[src/rtl/root_stage_sequencer_if.sv]
// Hub FIFO link between the root sequencer and the leaf stage controllers:
// a broadcast command stream out and one status stream per leaf in.
interface root_stage_sequencer_if #(
  parameter int unsigned NUM_LEAVES     = 2,
  parameter int unsigned HUB_FIFO_WIDTH = 16
);
  logic [HUB_FIFO_WIDTH-1:0]            cmd_out_data;
  logic                                 cmd_out_valid;
  logic                                 cmd_out_ready;
  logic [NUM_LEAVES*HUB_FIFO_WIDTH-1:0] status_in_data;
  logic [NUM_LEAVES-1:0]                status_in_valid;
  logic [NUM_LEAVES-1:0]                status_in_ready;

  modport master (
    output cmd_out_data,
    output cmd_out_valid,
    input  cmd_out_ready,
    input  status_in_data,
    input  status_in_valid,
    output status_in_ready
  );

  modport slave (
    input  cmd_out_data,
    input  cmd_out_valid,
    output cmd_out_ready,
    output status_in_data,
    output status_in_valid,
    input  status_in_ready
  );
endinterface

[src/rtl/root_stage_sequencer.sv]
// Root stage sequencer: broadcasts stage opcodes to all leaves, collects one
// STATUS word per leaf per phase and decides spread/sync/grow/result/abort.
module root_stage_sequencer #(
  parameter int unsigned NUM_LEAVES              = 2,
  parameter int unsigned HUB_FIFO_WIDTH          = 16,
  parameter int unsigned ITERATION_COUNTER_WIDTH = 8,
  parameter int unsigned MAX_ITERATIONS          = 255,
  parameter int unsigned TIMEOUT_CYCLES          = 4096
) (
  input  logic                               clk,
  input  logic                               reset,
  input  logic                               start,
  root_stage_sequencer_if.master             hub,
  output logic                               busy,
  output logic                               result_valid,
  output logic                               deadlock,
  output logic [ITERATION_COUNTER_WIDTH-1:0] iteration_counter,
  output logic [31:0]                        cycle_counter
);

  localparam int unsigned W  = HUB_FIFO_WIDTH;
  localparam int unsigned IW = ITERATION_COUNTER_WIDTH;
  localparam int unsigned TW = $clog2(TIMEOUT_CYCLES + 1);
  localparam logic [TW-1:0] LP_TIMEOUT = TW'(TIMEOUT_CYCLES);
  localparam logic [IW:0]   LP_MAX_IT  = (IW + 1)'(MAX_ITERATIONS);
  localparam logic [2:0]    OP_STATUS  = 3'd5;

  typedef enum logic [1:0] {
    S_IDLE,
    S_SEND,
    S_COLLECT_SPREAD,
    S_COLLECT_SYNC
  } state_t;

  state_t                r_state;
  state_t                r_ret_state;
  logic                  r_cmd_valid;
  logic [W-1:0]          r_cmd_data;
  logic                  r_result_pending;
  logic                  r_result_valid;
  logic                  r_deadlock;
  logic [IW-1:0]         r_iter;
  logic [31:0]           r_cycle;
  logic [NUM_LEAVES-1:0] r_received;
  logic                  r_acc_fly;
  logic                  r_acc_odd;
  logic [TW-1:0]         r_timer;

  logic                  w_collect;
  logic [NUM_LEAVES-1:0] w_ready;
  logic [NUM_LEAVES-1:0] w_take;
  logic                  w_fly;
  logic                  w_odd;
  logic [TW-1:0]         w_timer_inc;
  logic                  w_timeout;
  logic                  w_all_rcv;
  logic [IW:0]           w_iter_inc;
  logic                  w_below_max;

  function automatic logic [W-1:0] f_cmd(input logic [2:0] op);
    logic [W-1:0] v;
    v      = '0;
    v[2:0] = op;
    return v;
  endfunction

  always_comb begin
    w_collect = (r_state == S_COLLECT_SPREAD) || (r_state == S_COLLECT_SYNC);
    w_ready   = w_collect ? ~r_received : '0;
    w_take    = '0;
    w_fly     = 1'b0;
    w_odd     = 1'b0;
    // Non-STATUS words are consumed but never mark the leaf as reported.
    for (int unsigned i = 0; i < NUM_LEAVES; i++) begin
      w_take[i] = hub.status_in_valid[i] && w_ready[i] &&
                  (hub.status_in_data[i*W +: 3] == OP_STATUS);
      w_fly = w_fly | (w_take[i] & hub.status_in_data[i*W + 3]);
      w_odd = w_odd | (w_take[i] & hub.status_in_data[i*W + 4]);
    end
    w_timer_inc = r_timer + 1'b1;
    w_timeout   = (w_timer_inc >= LP_TIMEOUT);
    w_all_rcv   = &r_received;
    w_iter_inc  = {1'b0, r_iter} + 1'b1;
    w_below_max = (w_iter_inc < LP_MAX_IT);
  end

  always_ff @(posedge clk) begin
    if (reset) begin
      r_state          <= S_IDLE;
      r_ret_state      <= S_IDLE;
      r_cmd_valid      <= 1'b0;
      r_cmd_data       <= '0;
      r_result_pending <= 1'b0;
      r_result_valid   <= 1'b0;
      r_deadlock       <= 1'b0;
      r_iter           <= '0;
      r_cycle          <= '0;
      r_received       <= '0;
      r_acc_fly        <= 1'b0;
      r_acc_odd        <= 1'b0;
      r_timer          <= '0;
    end else begin
      r_result_valid <= 1'b0;
      if ((r_state != S_IDLE) && (r_cycle != '1)) begin
        r_cycle <= r_cycle + 32'd1;
      end

      case (r_state)
        S_IDLE: begin
          if (start) begin
            r_iter           <= '0;
            r_deadlock       <= 1'b0;
            r_cycle          <= 32'd1;
            r_state          <= S_SEND;
            r_ret_state      <= S_COLLECT_SPREAD;
            r_cmd_valid      <= 1'b1;
            r_cmd_data       <= f_cmd(3'd1);
            r_result_pending <= 1'b0;
          end
        end

        S_SEND: begin
          if (hub.cmd_out_ready) begin
            r_cmd_valid      <= 1'b0;
            r_cmd_data       <= '0;
            r_state          <= r_ret_state;
            r_received       <= '0;
            r_acc_fly        <= 1'b0;
            r_acc_odd        <= 1'b0;
            r_timer          <= '0;
            r_result_valid   <= r_result_pending;
            r_result_pending <= 1'b0;
          end
        end

        S_COLLECT_SPREAD, S_COLLECT_SYNC: begin
          r_timer    <= w_timer_inc;
          r_received <= r_received | w_take;
          r_acc_fly  <= r_acc_fly | w_fly;
          r_acc_odd  <= r_acc_odd | w_odd;
          // Timeout wins over an evaluation that falls on the same cycle.
          if (w_timeout) begin
            r_deadlock  <= 1'b1;
            r_state     <= S_SEND;
            r_ret_state <= S_IDLE;
            r_cmd_valid <= 1'b1;
            r_cmd_data  <= f_cmd((r_state == S_COLLECT_SPREAD) ? 3'd2 : 3'd3);
          end else if (w_all_rcv) begin
            if (r_state == S_COLLECT_SPREAD) begin
              if (r_acc_fly) begin
                r_received <= '0;
                r_acc_fly  <= 1'b0;
                r_acc_odd  <= 1'b0;
              end else begin
                r_state     <= S_SEND;
                r_ret_state <= S_COLLECT_SYNC;
                r_cmd_valid <= 1'b1;
                r_cmd_data  <= f_cmd(3'd1);
              end
            end else if (r_acc_odd && w_below_max) begin
              r_iter      <= w_iter_inc[IW-1:0];
              r_state     <= S_SEND;
              r_ret_state <= S_COLLECT_SPREAD;
              r_cmd_valid <= 1'b1;
              r_cmd_data  <= f_cmd(3'd1);
            end else if (r_acc_odd) begin
              r_deadlock  <= 1'b1;
              r_state     <= S_SEND;
              r_ret_state <= S_IDLE;
              r_cmd_valid <= 1'b1;
              r_cmd_data  <= f_cmd(3'd3);
            end else begin
              r_state          <= S_SEND;
              r_ret_state      <= S_IDLE;
              r_cmd_valid      <= 1'b1;
              r_cmd_data       <= f_cmd(3'd2);
              r_result_pending <= 1'b1;
            end
          end
        end

        default: r_state <= S_IDLE;
      endcase
    end
  end

  assign hub.cmd_out_valid   = r_cmd_valid;
  assign hub.cmd_out_data    = r_cmd_data;
  assign hub.status_in_ready = w_ready;
  assign busy                = (r_state != S_IDLE);
  assign result_valid        = r_result_valid;
  assign deadlock            = r_deadlock;
  assign iteration_counter   = r_iter;
  assign cycle_counter       = r_cycle;

endmodule

[src/flat_wrapper.sv]
// flat-port wrapper written by rule: the top's interface ports become plain ports
module root_stage_sequencer_flat 
#(
  parameter int unsigned NUM_LEAVES              = 2,
  parameter int unsigned HUB_FIFO_WIDTH          = 16,
  parameter int unsigned ITERATION_COUNTER_WIDTH = 8,
  parameter int unsigned MAX_ITERATIONS          = 255,
  parameter int unsigned TIMEOUT_CYCLES          = 4096
)
  (clk, reset, start, busy, result_valid, deadlock, iteration_counter, cycle_counter, hub_cmd_out_data, hub_cmd_out_valid, hub_cmd_out_ready, hub_status_in_data, hub_status_in_valid, hub_status_in_ready);
  root_stage_sequencer_if #(.NUM_LEAVES(NUM_LEAVES), .HUB_FIFO_WIDTH(HUB_FIFO_WIDTH)) hub_i ();
  input  logic clk;
  input  logic reset;
  input  logic start;
  output logic busy;
  output logic result_valid;
  output logic deadlock;
  output logic [ITERATION_COUNTER_WIDTH-1:0] iteration_counter;
  output logic [31:0] cycle_counter;
  output wire logic [$bits(hub_i.cmd_out_data)-1:0] hub_cmd_out_data;
  output wire logic [$bits(hub_i.cmd_out_valid)-1:0] hub_cmd_out_valid;
  input wire logic [$bits(hub_i.cmd_out_ready)-1:0] hub_cmd_out_ready;
  input wire logic [$bits(hub_i.status_in_data)-1:0] hub_status_in_data;
  input wire logic [$bits(hub_i.status_in_valid)-1:0] hub_status_in_valid;
  output wire logic [$bits(hub_i.status_in_ready)-1:0] hub_status_in_ready;
  assign hub_cmd_out_data = hub_i.cmd_out_data;
  assign hub_cmd_out_valid = hub_i.cmd_out_valid;
  assign hub_i.cmd_out_ready = hub_cmd_out_ready;
  assign hub_i.status_in_data = hub_status_in_data;
  assign hub_i.status_in_valid = hub_status_in_valid;
  assign hub_status_in_ready = hub_i.status_in_ready;
  root_stage_sequencer #(.NUM_LEAVES(NUM_LEAVES), .HUB_FIFO_WIDTH(HUB_FIFO_WIDTH), .ITERATION_COUNTER_WIDTH(ITERATION_COUNTER_WIDTH), .MAX_ITERATIONS(MAX_ITERATIONS), .TIMEOUT_CYCLES(TIMEOUT_CYCLES)) u_core (.clk(clk), .reset(reset), .start(start), .hub(hub_i), .busy(busy), .result_valid(result_valid), .deadlock(deadlock), .iteration_counter(iteration_counter), .cycle_counter(cycle_counter));
endmodule
[config.mk]
export PLATFORM = sky130hd
export DESIGN_NAME = root_stage_sequencer_flat
export DESIGN_NICKNAME = d
export VERILOG_FILES = /design/src/rtl/root_stage_sequencer_if.sv /design/src/rtl/root_stage_sequencer.sv /design/src/flat_wrapper.sv
export SDC_FILE = /design/constraint.sdc
export NUM_CORES = 1
export LEC_CHECK = 0
export BUFFER_PORTS_ARGS = -buffer_cell sky130_fd_sc_hd__buf_4
export CAP_MARGIN = 40
export CORE_AREA = 8 8 101 103
export DETAILED_ROUTE_END_ITERATION = 12
export DIE_AREA = 0 0 109 111
export GPL_ROUTABILITY_DRIVEN = 1
export PLACE_DENSITY_LB_ADDON = 0.2
export SLEW_MARGIN = 20
export SYNTH_ARGS = -nofsm -noshare
export SYNTH_HDL_FRONTEND = slang
export SYNTH_SLANG_ARGS = --single-unit
[constraint.sdc]
create_clock -name clk -period 2.3 [get_ports clk]
set_input_delay 0.115 -clock clk [delete_from_list [all_inputs] [get_ports clk]]
set_output_delay 0.115 -clock clk [all_outputs]
set_load 0.005 [all_outputs]
# Word level (Yosys, flattened, before mapping)
# Index checks and enable logic that the tools add are counted.
totals:
  inputBits: 38
  word_cells: 141
  ff_bits: 81
op_classes:
  n_bitwise: 12
  order_cmp: 2
  n_eq_ne: 19
  muxes: 72
  addsub: 3
  n_reduce_logical: 20
op_table:
  columns: ["cell", "count"]
  rows:
  - ["2-to-1 mux 16 bit", 7]
  - ["2-to-1 mux 32 bit", 3]
  - ["one-hot mux 16 bit (3 select lines)", 1]
  - ["2-to-1 mux 8 bit", 5]
  - ["2-to-1 mux 2 bit", 18]
  - ["adder 32 x 1 -> 32 bit, second input constant", 1]
  - ["!= test 32 bit, second input constant", 1]
  - ["2-to-1 mux 1 bit", 27]
  - ["one-hot mux 13 bit (2 select lines)", 1]
  - ["one-hot mux 8 bit (2 select lines)", 1]
  - ["adder 13 x 1 -> 13 bit, second input constant", 1]
  - [">= comparator 13 bit, second input constant", 1]
  - ["2-to-1 mux 13 bit", 1]
  - ["!= test 2 bit, second input constant", 6]
  - ["AND reduction 6 bit", 2]
  - ["adder 8 x 1 -> 9 bit, second input constant", 1]
  - ["< comparator 9 x 8 -> 1 bit, second input constant", 1]
  - ["one-hot mux 2 bit (2 select lines)", 2]
  - ["AND reduction 4 bit", 2]
  - ["AND reduction 7 bit", 1]
  - ["== test 3 bit, second input constant", 2]
  - ["logical AND 1 bit", 6]
  - ["!= test 3 x 1 -> 1 bit, second input constant", 2]
  - ["!= test 3 x 2 -> 1 bit, second input constant", 2]
  - ["other kinds (18)", 33]

# Logic depth before layout (Yosys ltp)
logic_depth:
  depth_word: 13
  ltp_mapped: 8

# Worst setup path before layout
# OpenSTA, ideal clock, no wires.
synth_timing:
  path_type: "reg-to-reg"
  startpoint: "register u_core.r_timer[0]"
  endpoint: "register u_core.r_iter[5] (netlist: u_core.iteration_counter[5])"
  t_arrival_ps: 1794
  setup_time_ps: 87
  path_slack_ps: 419
  stages_incl_launch_ff: 8
  period_less_slack_ps: 1881
  path_buffers: 0
  cell_sequence: "dfxtp_1 > ha_1 > nand2_1 > nor4_4 > xnor2_1 > nand4_1 > nand2b_1 > o31ai_1"
synth_between:
  elab_chain_len: 4
synth_rtl:
  columns: ["element", "line", "text"]
  rows:
  - ["start, declared", "root_stage_sequencer.sv:47", "logic [TW-1:0] r_timer;"]
  - ["start signal, assigned", "root_stage_sequencer.sv:137", "r_timer <= w_timer_inc;"]
  - ["adder 13 x 1 -> 13 bit", "root_stage_sequencer.sv:80", "w_timer_inc = r_timer + 1'b1;"]
  - [">= comparator 13 bit", "root_stage_sequencer.sv:81", "w_timeout = (w_timer_inc >= LP_TIMEOUT);"]
  - ["!= test 2 bit (no source line)", null, null]
  - ["AND reduction 6 bit (no source line)", null, null]
  - ["end signal, assigned", "root_stage_sequencer.sv:161", "r_iter <= w_iter_inc[IW-1:0];"]
  - ["end, declared", "root_stage_sequencer.sv:42", "logic [IW-1:0] r_iter;"]
# Every way passes these cells.
# A chain may end at the register's enable or synchronous reset.

# Final worst setup path
layout_timing:
  startpoint: "register u_core.r_timer[0]"
  endpoint: "register u_core.r_iter[7] (netlist: u_core.iteration_counter[7])"
# Same word-level chain as after synthesis.

==> results.md <==
* GRT Overall Usage at 13.5%
* Crit Path Class: reg -> reg
* Buffers on Ports at 63
* Reg power frac at a little over two fifths
* Internal at between 2 and 2.5 mW
* Overflow left after global routing at 0
* Tcrit/Tclk final at around 90%
* CTS tree: built
* Final max-slew violation count at 0
* Max incr delay on CP at ~0.37 ns
* Post-synth EDFFs at 0
* Hold Path Cell Cnt at 3
* GPL Wtd Cong at about 0.84
* Max-cap violation count at 0
* Setup ws final at around 0.22 ns
* Antenna cells at 0
* Worst skew pair latency at 0.35 ns
* Sw frac at between 20% and 30%
* Flops & latches, synth at 67
* Row count at 34
* Vias in the first global route at 2877
* Num ports at 100
* Clock root cell: clkbuf_8
* Total power draw at 2.75 mW
* Min Tclk post-route at slightly above 2 ns
* Hold-fix buffers, CTS at 0
* Bufs on Longest Clock Path at 2
* Final core utilization at between 40% and 50%
* Leak Pwr at ~1.7 nW
* Hpwl dp at ~5800 microns
* Largest net degree at the start of global routing at 31
* Final hold violations at 0
* Fillers at 850
* Die H at 111 microns
* Slew HR at just over 60%
* Worst-path clk slew at approximately 0.080 ns
* Final setup viols at 0
* Die Wd at approximately 110 microns
* Htree depth at 3
* Synthesized area at 0.00336 sq mm
* Post-route ant nets at 0
* CP Data Required Time at between 2 and 3 ns
* Syn. warnings at 0
* Fmax at just under 0.5 GHz
* CP Max Fanout at 7
* Comb pwr share at just under 8%
* Power Dens Cells at 656 mW/mm^2
* Peak VDD IR at ~0.00035 V
* Drt wl/cell at about 14 microns
* Die area at between 0.01 and 0.015 sq mm
* DRT iter0 DRCs at 108
* Seq/Total Area, Yosys at 39.9%
* Initial antenna violation count at 0
* CTS Buf Count at 9
* DR vias at 2973
* Clock Skew at about 0.014 ns
* Hold Crit Class: in -> reg
* CP Launch Type: flop
* Crit-path cells: ha_1, nand2_1, nor4_4, xnor2_1, nand4_1, nand2b_2, o31ai_1
* Ys flop type: dfxtp_1
* WP data arrival at 2.34 ns
* Status: finished, final reports clean
* Setup tns final at 0 ns
* Mean Syn Cell Area at between 8 and 9 sq um
* Worst setup EP type: flop
* Synth async-reset ratio at 0%
* Post-layout net count at 506
* Clk pwr share at between 40% and 50%
* Clk sinks at 67
* Placed cell count at between 500 and 600
* Final WL at between 8000 and 9000 microns
* Place WS at ~0.18 ns
* CP max stage cell: dfxtp_1
* Drc violations at 0
* Psw at 624 uW
* Core area at approximately 0.0086 sq mm
* FF-to-FF path depth at 7
* Drt pass-1 iters at 4
* Synth unique cells at 47
* Vias per std cell at ~5.1
* Worst-margin pin slew at 0.584 ns
* RSZ-0062 raised after global routing: false
* Starting Density at roughly two fifths
* Fraction of layout cells with a size suffix above 1 at between 20% and 30%
* Fin cells at ~580
* First-pass GRT wire length at approximately 14000 microns
* Mapped Cells at about 400
* Area Growth Syn to Fin at 24.8%
==> metal layers <==
metal	share of wire, %	global-route usage, %	routed length (microns)	vias up
met2	46	22.1	3720	71
met5	0	0	0	-
li1	-	-	-	1520
met3	6.4	3.60	518	12
met4	1.6	5.30	127	0
met1	46	16.3	3750	1370
==> registers in the layout, indices dropped and copies added (netlist names) <==
| name | cells |
|---|---|
| u_core.r_result_pending | 1 |
| u_core.hub.cmd_out_valid | 1 |
| u_core.deadlock | 1 |
| u_core.iteration_counter | 8 |
| u_core.r_acc_odd | 1 |
| u_core.r_acc_fly | 1 |
| u_core.hub.cmd_out_data | 2 |
| u_core.r_received | 2 |
| u_core.r_state | 2 |
| u_core.r_timer | 13 |
| u_core.cycle_counter | 32 |
| u_core.r_ret_state | 2 |
| u_core.result_valid | 1 |
==> worst max-delay path: cells and delay by family, from the launching register on <==
kind                       cells  cell delay [ns]
AOI/OAI and AO/OA              1             0.24
xor gates and xnor gates       1             0.20
DFF                            1             0.37
and+or+nand+nor                4             0.97
adders and majority gates      1             0.22
==> final timing paths <==
check / end / slack (ns) / startpoint
setup / recovery: u_core.iteration_counter[7] / 0.22 / u_core.r_timer[0]
hold reg to reg: u_core.hub.cmd_out_data[0] / 0.46 / u_core.hub.cmd_out_data[0]
hold / removal: u_core.result_valid / 0.07 / hub_cmd_out_ready
setup reg to reg: u_core.iteration_counter[7] / 0.22 / u_core.r_timer[0]
==> cells in the mapped netlist, types with 3 or more instances <==
cell type | n | area share (%)
nand4b_1 | 3 | 0.78
and2_1 | 4 | 0.75
xor2_1 | 34 | 8.9
a31oi_1 | 5 | 0.93
o31ai_1 | 6 | 1.3
nor2b_1 | 3 | 0.56
clkbuf_1 | 9 | 1.0
nor2_1 | 65 | 7.3
buf_4 | 14 | 3.1
a22oi_1 | 12 | 2.7
nand3_1 | 26 | 3.9
dfxtp_1 | 67 | 40
nand2_1 | 29 | 3.2
a21oi_1 | 10 | 1.5
xnor2_1 | 10 | 2.6
a211oi_1 | 5 | 1.1
inv_1 | 7 | 0.78
nor3_1 | 9 | 1.3
o21ai_0 | 9 | 1.3
ha_1 | 3 | 1.1
nand4_1 | 23 | 4.3
a221oi_1 | 3 | 0.78
and3_1 | 9 | 1.7
and4_1 | 5 | 1.3
==> stage by stage <==
stage | instance area [sq um] | hold slack (ns)
3_5_place_dp | 3920 | 0.433
3_3_place_gp | 3920 | 0.441
6_report | 4190 | 0.0665
5_1_grt | 4190 | 0.0866
4_1_cts | 4190 | 0.0558
2_1_floorplan | 3410 | 0.253
==> power groups by stage <==
stage          clock network [mW]  registers (mW)  logic, mW
4_1_cts                      1.37            1.20      0.217
5_1_grt                      1.41            1.20      0.239
6_report                     1.33            1.20      0.217
2_1_floorplan                   0            1.22      0.145
3_3_place_gp                    0            1.22      0.214
3_5_place_dp                    0            1.22      0.216
==> layout make-up <==
type                       count  area, sq um  share of cell area (%)
clock buffer                  10          138                    3.28
clock inverter                 6          136                    3.25
inverter                       7         26.3                   0.627
multi-input combinational    308         1870                    44.7
sequential                    67         1340                    32.0
tap                          108          135                    3.22
timing repair buffer          72          541                    12.9
==> timing repair <==
item                       CTS  global route
resized for setup            0             1
buffers inserted             0             0
setup endpoints to repair    0             3
==> cell usage in the layout, fill, tap and decap left out, types with 12 or more instances in the layout <==
cell / count
a22oi_1: 12
buf_4: 72
conb_1: 14
dfxtp_1: 67
nand2_1: 29
nand3_1: 26
nand4_1: 23
nor2_1: 65
xor2_1: 34
==> kinds of logic (layout without fill, tap and decap cells) <==
family                     after synthesis  after routing  synth area share (%)
and+or+nand+nor                        184            184                  27.5
muxes                                    1              1                 0.298
adders and majority gates                3              3                  1.12
DFF                                     67             67                  39.9
AOI/OAI and AO/OA                       62             62                  13.8
buffers and inverters                   35             95                  5.78
xor gates and xnor gates                44             44                  11.5
other                                    1             14                 0.112
Note: power is estimated with default switching activity, not from simulation.
